==> src/rtl/sprite_cmd_pkg.sv <==
// Shared definitions for the sprite command scheduler: command word field
// layout, info codes, scheduler state encoding and small word helpers.
package sprite_cmd_pkg;

    localparam int SUB_COMP_MSB = 31;
    localparam int SUB_COMP_LSB = 26;
    localparam int CHILD_MSB    = 25;
    localparam int CHILD_LSB    = 21;
    localparam int INFO_MSB     = 20;
    localparam int INFO_LSB     = 17;
    localparam int TYPE_MSB     = 16;
    localparam int TYPE_LSB     = 14;
    localparam int BUFSEL_BIT   = 13;
    localparam int MSG_MSB      = 12;
    localparam int MSG_LSB      = 0;

    localparam logic [3:0] INFO_UPDATE = 4'h1;
    localparam logic [3:0] INFO_SWAP   = 4'hF;

    typedef enum logic [2:0] {
        IDLE    = 3'd0,
        ISSUE   = 3'd1,
        WAIT_VB = 3'd2,
        SWAP    = 3'd3,
        HOLD    = 3'd4
    } sched_state_t;

    // A host word whose info field is the swap code is a buffer commit.
    function automatic logic is_commit(input logic [31:0] word);
        return (word[INFO_MSB:INFO_LSB] == INFO_SWAP);
    endfunction

    // Redirect a host update to the given buffer.
    function automatic logic [31:0] set_bufsel(input logic [31:0] word, input logic buf_sel);
        logic [31:0] res;
        res             = word;
        res[BUFSEL_BIT] = buf_sel;
        return res;
    endfunction

    // Broadcast swap command naming the buffer that becomes visible.
    function automatic logic [31:0] swap_word(input logic new_front);
        return {6'b0, 5'b0, INFO_SWAP, 3'b0, new_front, 13'b0};
    endfunction

endpackage

==> src/rtl/sync_cmd_fifo.sv <==
// Single-clock FIFO with show-ahead head output. Push while full and pop
// while empty are ignored; simultaneous push and pop keep the level.
module sync_cmd_fifo #(
    parameter int WIDTH = 32,
    parameter int DEPTH = 64
) (
    input  logic                       clk,
    input  logic                       reset,
    input  logic                       push,
    input  logic                       pop,
    input  logic [WIDTH-1:0]           din,
    output logic [WIDTH-1:0]           head,
    output logic                       full,
    output logic                       empty,
    output logic [$clog2(DEPTH):0]     level
);
    localparam int AW = $clog2(DEPTH);

    logic [WIDTH-1:0] mem_r [DEPTH];
    logic [AW-1:0]    wr_ptr_r;
    logic [AW-1:0]    rd_ptr_r;
    logic [AW:0]      level_r;
    logic             push_ok_s;
    logic             pop_ok_s;

    assign full      = (level_r == (AW+1)'(DEPTH));
    assign empty     = (level_r == (AW+1)'(0));
    assign level     = level_r;
    assign head      = mem_r[rd_ptr_r];
    assign push_ok_s = push & ~full;
    assign pop_ok_s  = pop & ~empty;

    // Storage array write; contents need no reset because level guards reads.
    always_ff @(posedge clk) begin
        if (push_ok_s) begin
            mem_r[wr_ptr_r] <= din;
        end
    end

    // Pointer and occupancy bookkeeping.
    always_ff @(posedge clk) begin
        if (reset) begin
            wr_ptr_r <= AW'(0);
            rd_ptr_r <= AW'(0);
            level_r  <= (AW+1)'(0);
        end else begin
            if (push_ok_s) wr_ptr_r <= wr_ptr_r + AW'(1);
            if (pop_ok_s)  rd_ptr_r <= rd_ptr_r + AW'(1);
            case ({push_ok_s, pop_ok_s})
                2'b10:   level_r <= level_r + (AW+1)'(1);
                2'b01:   level_r <= level_r - (AW+1)'(1);
                default: level_r <= level_r;
            endcase
        end
    end
endmodule

==> src/rtl/sprite_cmd_sched.sv <==
// Sprite command scheduler: queues host commands and replays them onto the
// shared command bus, redirecting updates to the back buffer and deferring
// each buffer swap to vertical blanking (at most one swap per frame).
// Optional feature macro: SPRITE_SCHED_WAITREQ_EN (stall full-FIFO writes
// with avl_waitrequest instead of dropping and counting them).
module sprite_cmd_sched
    import sprite_cmd_pkg::*;
#(
    parameter int FIFO_DEPTH  = 64,
    parameter int VBLANK_LINE = 480,
    parameter int VTOTAL      = 525
) (
    input  logic        clk,
    input  logic        reset,
    input  logic        avl_chipselect,
    input  logic        avl_write,
    input  logic        avl_read,
    input  logic        avl_address,
    input  logic [31:0] avl_writedata,
    output logic [31:0] avl_readdata,
    output logic        avl_waitrequest,
    input  logic [9:0]  hcount,
    input  logic [9:0]  vcount,
    output logic [31:0] cmd_out,
    output logic        front_buf,
    output logic        swap_pulse
);
    localparam int LVL_W = $clog2(FIFO_DEPTH) + 1;

    sched_state_t     state_r;
    logic [31:0]      cmd_out_r;
    logic             front_buf_r;
    logic             swap_pulse_r;
    logic             swap_done_r;
    logic [9:0]       vcount_prev_r;
    logic [7:0]       drop_cnt_r;
    logic [31:0]      readdata_r;

    logic             wr_req_s;
    logic             push_s;
    logic             pop_s;
    logic             drop_s;
    logic             waitreq_s;
    logic [31:0]      head_s;
    logic             full_s;
    logic             empty_s;
    logic [LVL_W-1:0] level_s;
    logic             in_vblank_s;
    logic             frame_wrap_s;
    logic             pending_s;
    logic [31:0]      status_s;
    logic             unused_ok_s;

    assign wr_req_s = avl_chipselect & avl_write & (avl_address == 1'b0);

`ifdef SPRITE_SCHED_WAITREQ_EN
    assign waitreq_s = wr_req_s & full_s;
    assign push_s    = wr_req_s & ~full_s;
    assign drop_s    = 1'b0;
`else
    assign waitreq_s = 1'b0;
    assign push_s    = wr_req_s & ~full_s;
    assign drop_s    = wr_req_s & full_s;
`endif

    sync_cmd_fifo #(.WIDTH(32), .DEPTH(FIFO_DEPTH)) u_fifo (
        .clk   (clk),
        .reset (reset),
        .push  (push_s),
        .pop   (pop_s),
        .din   (avl_writedata),
        .head  (head_s),
        .full  (full_s),
        .empty (empty_s),
        .level (level_s)
    );

    assign in_vblank_s  = (vcount >= 10'(VBLANK_LINE)) && (vcount <= 10'(VTOTAL - 1));
    assign frame_wrap_s = (vcount_prev_r == 10'(VTOTAL - 1)) && (vcount == 10'd0);
    assign pending_s    = (state_r == WAIT_VB) || (state_r == SWAP);
    assign status_s     = {front_buf_r, pending_s, 6'b0, drop_cnt_r, 16'(level_s)};
    assign unused_ok_s  = ^hcount;

    // Pop decision: drain updates while issuing, consume the commit on swap.
    always_comb begin
        pop_s = 1'b0;
        case (state_r)
            ISSUE:   pop_s = ~empty_s & ~is_commit(head_s);
            SWAP:    pop_s = ~empty_s;
            default: pop_s = 1'b0;
        endcase
    end

    // Issue FSM with registered bus, swap strobe and buffer tracking.
    always_ff @(posedge clk) begin
        if (reset) begin
            state_r      <= IDLE;
            cmd_out_r    <= 32'h0;
            swap_pulse_r <= 1'b0;
            front_buf_r  <= 1'b0;
            swap_done_r  <= 1'b0;
        end else begin
            cmd_out_r    <= 32'h0;
            swap_pulse_r <= 1'b0;
            case (state_r)
                IDLE: begin
                    if (!empty_s) state_r <= ISSUE;
                end
                ISSUE: begin
                    if (empty_s) begin
                        state_r <= IDLE;
                    end else if (is_commit(head_s)) begin
                        state_r <= WAIT_VB;
                    end else begin
                        cmd_out_r <= set_bufsel(head_s, ~front_buf_r);
                    end
                end
                WAIT_VB: begin
                    if (in_vblank_s && !swap_done_r) state_r <= SWAP;
                end
                SWAP: begin
                    cmd_out_r    <= swap_word(~front_buf_r);
                    swap_pulse_r <= 1'b1;
                    state_r      <= HOLD;
                end
                HOLD: begin
                    front_buf_r <= ~front_buf_r;
                    swap_done_r <= 1'b1;
                    state_r     <= empty_s ? IDLE : ISSUE;
                end
                default: state_r <= IDLE;
            endcase
            // A new frame re-arms swapping; it overrides a same-cycle set.
            if (frame_wrap_s) swap_done_r <= 1'b0;
        end
    end

    // Previous line register for frame-wrap detection.
    always_ff @(posedge clk) begin
        if (reset) vcount_prev_r <= 10'd0;
        else       vcount_prev_r <= vcount;
    end

    // Saturating count of host writes lost to a full FIFO.
    always_ff @(posedge clk) begin
        if (reset) begin
            drop_cnt_r <= 8'd0;
        end else if (drop_s && (drop_cnt_r != 8'hFF)) begin
            drop_cnt_r <= drop_cnt_r + 8'd1;
        end
    end

    // Registered status read port.
    always_ff @(posedge clk) begin
        if (reset) begin
            readdata_r <= 32'h0;
        end else if (avl_chipselect && avl_read && (avl_address == 1'b1)) begin
            readdata_r <= status_s;
        end else begin
            readdata_r <= 32'h0;
        end
    end

    assign cmd_out         = cmd_out_r;
    assign front_buf       = front_buf_r;
    assign swap_pulse      = swap_pulse_r;
    assign avl_readdata    = readdata_r;
    assign avl_waitrequest = waitreq_s;
endmodule
==> config.mk <==
export PLATFORM = sky130hd
export DESIGN_NAME = sprite_cmd_sched
export DESIGN_NICKNAME = d
export VERILOG_FILES = /design/src/rtl/sprite_cmd_pkg.sv /design/src/rtl/sync_cmd_fifo.sv /design/src/rtl/sprite_cmd_sched.sv
export SDC_FILE = /design/constraint.sdc
export NUM_CORES = 2
export LEC_CHECK = 0
export CORE_ASPECT_RATIO = 1.5
export CORE_MARGIN = 8
export CORE_UTILIZATION = 60
export DETAILED_ROUTE_END_ITERATION = 7
export GPL_ROUTABILITY_DRIVEN = 0
export PLACE_DENSITY = 0.78
export SYNTH_ARGS = -nofsm -noshare
export SYNTH_HDL_FRONTEND = slang
export SYNTH_HIERARCHICAL = 1
export SYNTH_SLANG_ARGS = --single-unit
==> constraint.sdc <==
create_clock -name clk -period 5.6 [get_ports clk]
set_input_delay 1.68 -clock clk [delete_from_list [all_inputs] [get_ports clk]]
set_output_delay 1.68 -clock clk [all_outputs]
set_load 0.005 [all_outputs]
==> reports/qor_table.md <==
| Group | Parameter | Value |
| --- | --- | --- |
| status | Status | finished, final reports clean |
| routing | Detailed-routing iteration count for the pre-antenna-repair pass | 5 |
| cells and area | Register Area | 61600 µm² |
| global route | Maximum number of pins on one net before global-route repair | 86 |
| worst setup path | Worst path top cell family by delay | compound AO/OA/AOI/OAI gates |
| timing | Max-slew violations | 0 |
| synth | Cell area after technology mapping | 79400 µm² |
| pwr | Leakage power total | 27.0 nW |
| synth | Average cell area after synthesis | 21.9 µm² |
| cells and area | Post-route design area | 89000 µm² |
| cells and area | Area growth syn-to-layout | 12.1% |
| timing | Slew at the pin closest to its max-slew limit | 1.29 ns |
| timing | Max transition margin | 0.137 |
| worst setup path | List of cells traversed by the critical path | buf_12 > mux4_2 > a22o_1 > a221oi_1 > a221oi_1 > nand4_1 > nor2_1 > nor3_1 > o31a_1 > ha_1 > buf_4 > and3b_1 > o21ai_0 > nand4_1 > a21oi_1 > mux2_2 |
| clock tree | Clock edge transition at the registers on the reported setup and hold paths | 0.06 ns |
| clock tree | Cts hold-fix bufs | 0 |
| placement | Hpwl dp | 108000 µm |
| clock tree | Number of gates resized after CTS | 0 |
| timing | Fmax achieved | 204 MHz |
| clock tree | CTS tree | yes |
| timing | Worst hold margin | 0.473 ns |
| global route | Number of antenna violations at the first check in global routing | 13 |
| cells and area | Number of filler instances in the final layout | 7610 |
| worst setup path | Number of cells on the critical path | 16 |
| worst setup path | Max stage delay cell, worst path | sky130_fd_sc_hd__dfxtp_4 |
| global route | Global route total overflow | 0 |
| worst setup path | Crit-path max FO | 44 |
| worst setup path | Maximum cell stage delay along the critical path | 0.76 ns |
| die | Floorplan die height | 461 µm |
| die | Placeable core region | 131000 µm² |
| clock tree | Number of setup buffers added after CTS | 0 |
| cells and area | Final layout net count | 3919 |
| worst setup path | Worst-case register-to-register setup slack | 0.69 ns |
| cells and area | Layout cells sized above 1 | 0.267 |
| routing | Number of design-rule violations left by the first detailed-router iteration | 4900 |
| global route | Global-route wire length before repair | 271000 µm |
| clock tree | H-tree levels | 4 |
| die | Initial cell density of the core | 0.604 |
| worst setup path | Terminus of the critical flop-to-flop path | u_fifo/level[5]$_SDFFE_PP0P_ |
| timing | Min Tclk post-route | 4.91 ns |
| placement | Instance area at placement | 83100 µm² |
| global route | Grt met3 use | 0.0535 |
| worst setup path | Worst endpoint required time | 6.28 ns |
| worst setup path | Kind of end point of the critical path | flop |
| clock tree | Clock insertion delay at the later pin of the skew report | 0.80 ns |
| global route | Met2 global-route usage | 0.452 |
| timing | Setup TNS | 0 ns |
| timing | Final hold violation count | 0 |
| routing | Remaining antenna violation count | 0 |
| pwr | Power per cell area | 335 nW/µm² |
| cells and area | Multi-input gate area in the final layout | 17000 µm² |
| routing | Routed Wire Length | 187000 µm |
| flow run | Maximum capacitance violations | 0 |
| worst setup path | Crit Path Class | reg -> reg |
| worst setup path | Arrival time of data at the critical path endpoint | 5.59 ns |
| pwr | Worst ir drop on vdd | 287 µV |
| worst hold path | Hold crit path type | reg -> reg |
| global route | Via count of the first global-routing pass | 40100 |
| timing | Total of endpoints with negative setup slack in the final report | 0 |
| timing | Setup clock skew after layout | 0.0303 ns |
| die | Die span in x | 313 µm |
| clock tree | Count of clock tree sinks | 2082 |
| die | IO Pins | 125 |
| global route | Gr busiest metal | met2 |
| routing | Vias per inst | 6.77 |
| routing | Drt wl/cell | 32.6 µm |
| clock tree | Clk buf depth | 3 |
| global route | Global Route Usage Sum | 0.259 |
| placement | Input/output buffers | 97 |
| die | Site Rows | 163 |
| worst setup path | Critical path destination | u_fifo/level[5]$_SDFFE_PP0P_ |
| timing | Unrepaired setup endpoints after global routing | false |
| timing | Share of the clock period used by the worst path | 0.877 |
| die | Total Die Area | 144000 µm² |
| worst setup path | Buf/Inv on CP | 2 |
| clock tree | Cts bufs inserted | 176 |
| synth | Number of instances in the synthesized netlist | 3623 |
| routing | Via Count | 38800 |
| global route | Global routing met1 resource utilization | 0.313 |
| routing | Post-detailed-route DRC marker count | 0 |
| synth | Ys Warns | 6 |
| worst setup path | Critical path startpoint category | flop |
| worst setup path | Depth of the worst register-to-register path | 16 |
| clock tree | Cell chosen for the clock root | sky130_fd_sc_hd__clkbuf_16 |
power breakdown:
| group | switching [mW] | internal, mW |
|---|---|---|
| Sequential | 0.00687 | 17.0 |
| Clock | 5.41 | 7.05 |
| Combinational | 0.279 | 0.0533 |
metal layers:
layer  wire length (µm)  vias to the layer above  share of wire
li1                   -                    15600              -
met1              63500                    20200           0.34
met2              97800                     2442           0.52
met3              17300                      469          0.092
met4               8440                        8          0.045
met5                 44                        -        0.00024
worst min path at each step:
stage | endpoint | startpoint | slack (ns) | cells past startpoint
finish | state_r[1]$_SDFFE_PP0P_ | state_r[2]$_SDFFE_PP0P_ | 0.47 | 1
global route | state_r[1]$_SDFFE_PP0P_ | state_r[2]$_SDFFE_PP0P_ | 0.51 | 1
CTS | state_r[1]$_SDFFE_PP0P_ | state_r[2]$_SDFFE_PP0P_ | 0.47 | 1
detailed placement | cmd_out[13]$_SDFF_PP0_ | front_buf$_SDFFE_PP0N_ | 0.46 | 1
global placement | state_r[1]$_SDFFE_PP0P_ | state_r[2]$_SDFFE_PP0P_ | 0.45 | 1
floorplan | avl_readdata[1]$_SDFF_PP0_ | u_fifo/level[1]$_SDFFE_PP0P_ | 0.43 | 1
layout make-up:
| type | count | area share |
|---|---|---|
| sequential | 2082 | 0.692 |
| multi-input combinational | 1327 | 0.191 |
| clock buffer | 217 | 0.0533 |
| timing repair buffer | 259 | 0.0270 |
| tap | 1732 | 0.0243 |
| clock inverter | 104 | 0.0125 |
| inverter | 9 | 0.000380 |
| antenna | 4 | 0.000112 |
through the flow:
step                      utilization  cells  setup WS, ns  total power, mW
after floorplan                     -   3638          1.24             17.5
after global placement          0.633   5409         0.670             17.7
after detailed placement        0.633   5409         0.603             17.7
after CTS                       0.678   5730         0.723             30.0
after global routing            0.678   5731         0.443             30.5
final                           0.678   5734         0.690             29.8
state kept, by name (all words and copies together) (netlist names), named ones only:
register and cells:
u_fifo/rd_ptr_r 6, front_buf 1, swap_done_r 1, avl_readdata 17
state_r 3, cmd_out 32, u_fifo/mem_r 1984, u_fifo/wr_ptr_r 6
drop_cnt_r 8, swap_pulse 1, vcount_prev_r 10, u_fifo/level 7
worst reg2reg max path, cell delays in order, from the launching register on:
cell	delay [ns]
sky130_fd_sc_hd__dfxtp_4	0.76
sky130_fd_sc_hd__buf_12	0.36
sky130_fd_sc_hd__mux4_2	0.37
sky130_fd_sc_hd__a22o_1	0.27
sky130_fd_sc_hd__a221oi_1	0.42
sky130_fd_sc_hd__a221oi_1	0.33
sky130_fd_sc_hd__nand4_1	0.23
sky130_fd_sc_hd__nor2_1	0.06
sky130_fd_sc_hd__nor3_1	0.19
sky130_fd_sc_hd__o31a_1	0.20
sky130_fd_sc_hd__ha_1	0.19
sky130_fd_sc_hd__buf_4	0.21
sky130_fd_sc_hd__and3b_1	0.20
sky130_fd_sc_hd__o21ai_0	0.32
sky130_fd_sc_hd__nand4_1	0.17
sky130_fd_sc_hd__a21oi_1	0.19
sky130_fd_sc_hd__mux2_2	0.35
cell usage in the layout, fill, tap and decap left out, drive strengths merged, types with 12 or more instances in the layout:
cell and count:
o221ai 26, clkinv 60, nand2b 15, nand2 50, clkinvlp 12, nor2 147, bufinv 22, a221oi 50
a21oi 62, mux2i 73, and2 51, o22ai 70, buf 194, inv 19, clkbuf 217, clkdlybuf4s50 65
nand3 13, conb 16, nor3 30, xor2 17, dfxtp 98, nor2b 28, mux4 486, a22o 30
o21ai 23, edfxtp 1984, mux2 30
(Power assumes the default switching activity.)
